`src/rtl/barrel_shift_arbiter.sv`:
```
// barrel_shift_arbiter: round-robin sharing of one 16-bit rotate shifter among
// N valid/ready requesters, with a single registered, index-tagged result slot.

// Combinational 16-bit rotator. A right rotate is done as a left rotate of the
// bit-reversed operand, reversed back, so one log-stage left rotator serves both.
module barrel_shifter_rev_16 (
  input  logic [15:0] a,
  input  logic [3:0]  amt,
  input  logic        lr,
  output logic [15:0] y
);

  logic [15:0] rot;

  function automatic logic [15:0] rev16(input logic [15:0] v);
    logic [15:0] r;
    for (int i = 0; i < 16; i++) r[i] = v[15-i];
    return r;
  endfunction

  // Log-stage left rotate, wrapped in optional bit reversal for right rotates.
  always_comb begin
    // NOTE: combinational blocks use blocking '=' and assign every output
    // before any conditional update, so no latch can be inferred.
    rot = lr ? rev16(a) : a;
    for (int s = 0; s < 4; s++) begin
      if (amt[s]) rot = (rot << (1 << s)) | (rot >> (16 - (1 << s)));
    end
    y = lr ? rev16(rot) : rot;
  end

endmodule

module barrel_shift_arbiter #(
  parameter int N  = 4,
  parameter int W  = 16,
  parameter int AW = 4,
  parameter int IW = 2
) (
  input  logic            clk,
  input  logic            reset,
  input  logic [N-1:0]    req_valid,
  output logic [N-1:0]    req_ready,
  input  logic [N*W-1:0]  req_a,
  input  logic [N*AW-1:0] req_amt,
  input  logic [N-1:0]    req_lr,
  output logic            res_valid,
  input  logic            res_ready,
  output logic [W-1:0]    res_y,
  output logic [IW-1:0]   res_id
);

  typedef enum logic {EMPTY, FULL} slot_state_e;

  localparam logic [IW:0] N_W = (IW + 1)'(N);

  slot_state_e       state, state_nxt;
  logic [IW-1:0]     last;
  logic [N-1:0]      grant;
  logic [IW-1:0]     grant_idx;
  logic              found;
  logic [IW:0]       cand;
  logic              slot_free;
  logic              take;
  logic [W-1:0]      a_sel;
  logic [AW-1:0]     amt_sel;
  logic              lr_sel;
  logic [W-1:0]      shift_y;

  // Round-robin search: first valid requester starting just after 'last'.
  always_comb begin
    grant     = '0;
    grant_idx = '0;
    found     = 1'b0;
    cand      = '0;
    for (int k = 1; k <= N; k++) begin
      cand = {1'b0, last} + (IW + 1)'(k);
      if (cand >= N_W) cand = cand - N_W;
      if (!found && req_valid[cand[IW-1:0]]) begin
        found            = 1'b1;
        grant_idx        = cand[IW-1:0];
        grant[grant_idx] = 1'b1;
      end
    end
  end

  // The output slot can take a new result when empty or being drained now;
  // nothing is accepted while reset is asserted.
  assign slot_free = (state == EMPTY) | res_ready;
  assign req_ready = (slot_free && !reset) ? grant : '0;
  assign take      = |req_ready;
  assign res_valid = (state == FULL);

  // Steer the granted requester's operand, amount and direction to the shifter.
  always_comb begin
    a_sel   = '0;
    amt_sel = '0;
    lr_sel  = 1'b0;
    for (int i = 0; i < N; i++) begin
      if (grant[i]) begin
        a_sel   = req_a[i*W +: W];
        amt_sel = req_amt[i*AW +: AW];
        lr_sel  = req_lr[i];
      end
    end
  end

  barrel_shifter_rev_16 u_shifter (
    .a   (a_sel),
    .amt (amt_sel),
    .lr  (lr_sel),
    .y   (shift_y)
  );

  // Result-slot state register.
  always_ff @(posedge clk) begin
    // NOTE: sequential state is updated with non-blocking '<=' so every
    // register samples pre-edge values regardless of statement order.
    if (reset) state <= EMPTY;
    else       state <= state_nxt;
  end

  // Slot next state: any grant fills it, a drain without a grant empties it.
  always_comb begin
    state_nxt = state;
    unique case (state)
      EMPTY: if (take) state_nxt = FULL;
      FULL:  if (take) state_nxt = FULL;
             else if (res_ready) state_nxt = EMPTY;
      default: state_nxt = EMPTY;
    endcase
  end

  // Capture the rotated result and tag; advance the pointer only on a transfer.
  always_ff @(posedge clk) begin
    if (reset) begin
      res_y  <= '0;
      res_id <= '0;
      last   <= IW'(N - 1);
    end else if (take) begin
      res_y  <= shift_y;
      res_id <= grant_idx;
      last   <= grant_idx;
    end
  end

endmodule

```
`config.mk`:
```
export PLATFORM = sky130hd
export DESIGN_NAME = barrel_shift_arbiter
export DESIGN_NICKNAME = d
export VERILOG_FILES = /design/src/rtl/barrel_shift_arbiter.sv
export SDC_FILE = /design/constraint.sdc
export NUM_CORES = 1
export LEC_CHECK = 0
export ABC_AREA = 1
export CAP_MARGIN = 20
export CORE_MARGIN = 2
export CORE_UTILIZATION = 25
export CTS_BUF_LIST = sky130_fd_sc_hd__clkbuf_8
export DETAILED_ROUTE_END_ITERATION = 8
export MAX_ROUTING_LAYER = met4
export PLACE_DENSITY = 0.56
export SYNTH_ARGS = -nofsm -noshare
export SYNTH_HDL_FRONTEND = slang
export SYNTH_SLANG_ARGS = --single-unit
export TNS_END_PERCENT = 50
```
`constraint.sdc`:
```
create_clock -name clk -period 2.8 [get_ports clk]
set_clock_uncertainty 0.05 [all_clocks]
set_input_delay 0.56 -clock clk [delete_from_list [all_inputs] [get_ports clk]]
set_output_delay 0.56 -clock clk [all_outputs]
set_load 0.01 [all_outputs]
```
==> impl_metrics.toml <==
[synth]
proportion_of_register_bits_with_asynchronous_set_or_reset_after_synthesis = 0
ys_warn_count = 0
netlist_instances = 550
ys_dominant_reg_cell = "sky130_fd_sc_hd__dfxtp_1"
top_cells_by_area_in_the_synthesized_netlist = "sky130_fd_sc_hd__nand3_1 (32%), sky130_fd_sc_hd__nand2_1 (18%), sky130_fd_sc_hd__dfxtp_1 (14%)"
mappedNetlistNets = 649
syn_std_cell_area_um2 = 3100
synth_sequential_area_ratio = 0.136
synth-edff-count = 0
synth_seq_cells = 21
share_of_the_synthesized_area_in_the_top_cell_type = 0.324
synth.avg_cell_area_um2 = 5.64
synth_cell_types = 32
yosysTopAreaCell = "sky130_fd_sc_hd__nand3_1"

[global_route]
use_met3 = 0.0206
number_of_antenna_violations_at_the_first_check_in_global_routing = 0
grt_util_all_layers = 0.188
grt_first_pass_wirelength_um = 20100
grt_max_degree = 26
grtUsageMet1 = 0.212
gr-max-usage-layer = "met2"
grtUsageMet2 = 0.350
globalRouteOverflowTotal = 0
first_global_vias = 4479

[cts]
clkLatencyLatePin_ps = 250
clock_tree.htree_level_count = 1
path_clk_slew_ps = 70
numClockSinks = 21
numCtsBuffers = 3
cts_buffer_depth = 2
tritoncts = "built"
hold_bufs_at_cts = 0
cts.root.buffer_cell = "sky130_fd_sc_hd__clkbuf_8"

[die]
die_height_um = 115
placement_rows = 40
core_area_um2 = 12100
initial_utilization = 0.257
die_width_um = 115
die_area_um2 = 13300
io_pins = 114

[place]
port-buffer-count = 113
globalplace.congestion = 0.859
detailed_placement_hpwl_um = 9480
worst_slack_at_placement_ps = -781

[sta]
slew-limit-headroom = 0.754
grt_setup_unrepaired = "true"
finalSetupViolCount = 18
finalHoldWorstSlack_ps = 415
worstMarginPinSlew_ps = 368
worst_setup_slack_after_layout_ps = -360
report.final.slew_viol_count = 0
fin_tns_setup_ps = -5470
final_hold_viol_count = 0
fmax_ghz = 0.316
layout_worst_path_cycle_share = 1.13
period_minus_slack_ps = 3160

[status]
violated_checks = "setup timing"
run_status = "finished with violations"

[layout]
layout-drive-gt1-share = 0.469
area_growth_syn_to_layout_pct = 113
utilization = 0.548
num-fill-cells = 1078
antenna-diode-count = 0
nNetsFinal = 810

[route]
detailedRoute.firstPassIterationCount = 7
drc = 0
detail_route.iter0.violations = 236
viasPerCell = 5.38
drt-total-wl_um = 15100
antenna_left = 0
dr_total_vias = 4720
drt-wirelength-per-cell_um = 17.2

[worst_setup_path]
critical_path.max_stage_delay_ps = 370
critPathMostFrequentCell = "sky130_fd_sc_hd__nand3_2"
criticalPathCategory = "register to register"
critPathLaunchType = "register"
worst_path_max_delay_cell = "sky130_fd_sc_hd__dfxtp_4"
cp.required_ps = 2940
critPathCaptureType = "register"
critPathMaxFanout = 8
cp_cell_sequence = "inv_4, ha_4, inv_4, nand2_4, nand2_4, buf_4, inv_1, nand3_2, nand3_4, inv_4, nand3_2, nand2_2, a21oi_4, clkbuf_16, nand2_2, nand3_2, nand3_2, nand3_2, nand3_2, nand3_1, nand3_1, a21oi_1"
worstPathArrival_ps = 3300

[min_path]
worst_hold_path_type = "register to register"

[flow_run]
max_cap_violations = 0
==> through the flow <==
stage               area (um^2)  instances
CTS                        5200        861
detailed placement         4670        835
global placement           4670        835
floorplan                  3120        550
finish                     6610        878
global route               6610        878
==> layout by cell type (no fill, tap or decap), types with 2 or more instances in the layout <==
master / n
sky130_fd_sc_hd__clkdlybuf4s50_1: 105
sky130_fd_sc_hd__nor2_4: 5
sky130_fd_sc_hd__nand3_2: 96
sky130_fd_sc_hd__nand3_4: 47
sky130_fd_sc_hd__nand2_2: 50
sky130_fd_sc_hd__nand3_1: 65
sky130_fd_sc_hd__nand2_4: 12
sky130_fd_sc_hd__buf_16: 2
sky130_fd_sc_hd__nand2_8: 2
sky130_fd_sc_hd__clkbuf_16: 7
sky130_fd_sc_hd__ha_1: 7
sky130_fd_sc_hd__a22oi_4: 2
sky130_fd_sc_hd__nor2_2: 2
sky130_fd_sc_hd__inv_6: 2
sky130_fd_sc_hd__a21oi_4: 2
sky130_fd_sc_hd__inv_1: 18
sky130_fd_sc_hd__buf_12: 15
sky130_fd_sc_hd__dlymetal6s2s_1: 2
sky130_fd_sc_hd__o211ai_1: 2
sky130_fd_sc_hd__a31oi_2: 2
sky130_fd_sc_hd__a21oi_2: 11
sky130_fd_sc_hd__nand2_1: 93
sky130_fd_sc_hd__dfxtp_1: 19
sky130_fd_sc_hd__buf_6: 7
sky130_fd_sc_hd__a21oi_1: 40
sky130_fd_sc_hd__dlygate4sd2_1: 2
sky130_fd_sc_hd__clkbuf_8: 3
sky130_fd_sc_hd__inv_4: 5
sky130_fd_sc_hd__inv_2: 2
sky130_fd_sc_hd__inv_8: 2
sky130_fd_sc_hd__buf_4: 45
sky130_fd_sc_hd__nor2_1: 21
==> sequential cells by signal, indices dropped and copies added, names as in the netlist <==
name       flops
res_valid      1
res_id         2
res_y         16
last           2
==> synth_stat cells (2+ instances only) <==
library cell / number
sky130_fd_sc_hd__clkbuf_1: 7
sky130_fd_sc_hd__dfxtp_1: 21
sky130_fd_sc_hd__a21oi_4: 2
sky130_fd_sc_hd__inv_1: 19
sky130_fd_sc_hd__o211ai_1: 2
sky130_fd_sc_hd__nand2_2: 4
sky130_fd_sc_hd__buf_6: 7
sky130_fd_sc_hd__nand2_1: 149
sky130_fd_sc_hd__ha_1: 8
sky130_fd_sc_hd__a21oi_1: 50
sky130_fd_sc_hd__nand3_2: 7
sky130_fd_sc_hd__buf_4: 8
sky130_fd_sc_hd__a22oi_4: 2
sky130_fd_sc_hd__nand2_4: 3
sky130_fd_sc_hd__inv_2: 8
sky130_fd_sc_hd__buf_2: 11
sky130_fd_sc_hd__a31oi_1: 2
sky130_fd_sc_hd__nor2_4: 2
sky130_fd_sc_hd__nand3_1: 201
sky130_fd_sc_hd__nor2_1: 25
==> critical path: cells and delay by family (launching register included) <==
family	cells	cell delay, ps
buffers and inverters	6	640
AO/OA/AOI/OAI	2	410
adder cells (fa/ha/maj)	1	280
flip-flops	1	370
AND/OR/NAND/NOR	13	1330
==> final timing paths <==
path	cells past startpoint	endpoint	from	slack [ps]
setup / recovery	22	res_y[1]$_SDFFE_PP0P_	last[0]$_SDFFE_PP1P_	-360
hold / removal	2	res_y[7]$_SDFFE_PP0P_	res_y[7]$_SDFFE_PP0P_	410
hold reg to reg	2	res_y[7]$_SDFFE_PP0P_	res_y[7]$_SDFFE_PP0P_	410
setup reg to reg	22	res_y[1]$_SDFFE_PP0P_	last[0]$_SDFFE_PP1P_	-360
==> what timing repair did <==
| item | 4_1_cts | 5_1_grt |
|---|---|---|
| gates cloned | 2 | 9 |
| setup buffers | 20 | 8 |
| setup endpoints to repair | 25 | 25 |
| resized for setup | 76 | 247 |
| pin swaps | 12 | 44 |
==> per-layer routing <==
metal | part of all wire | wire length (um)
met2 | 0.54 | 8130
met1 | 0.39 | 5840
met4 | 0.030 | 447
met5 | 0 | 0
met3 | 0.046 | 701
==> layout make-up <==
type | instances | area, um^2 | share of cell area
repair buffers | 188 | 2060 | 0.312
well taps | 168 | 210 | 0.0318
repair inverters | 1 | 11.3 | 0.00170
clock buffers | 3 | 41.3 | 0.00625
inverters | 27 | 131 | 0.0199
clock inverters | 1 | 3.75 | 0.000568
multi-input cells | 469 | 3720 | 0.563
flip-flops and latches | 21 | 425 | 0.0644
==> logic make-up (layout without fill, tap and decap cells) <==
group | Yosys count | in the layout | share of synthesized area
AOI/OAI and AO/OA | 66 | 66 | 0.138
and+or+nand+nor | 394 | 395 | 0.590
buffers and inverters | 61 | 220 | 0.105
DFF | 21 | 21 | 0.136
adders and majority gates | 8 | 8 | 0.0323
Power is left out: the tool's default activity adds up to more than one toggle a clock period on the data nets, which glitch-free logic cannot reach.
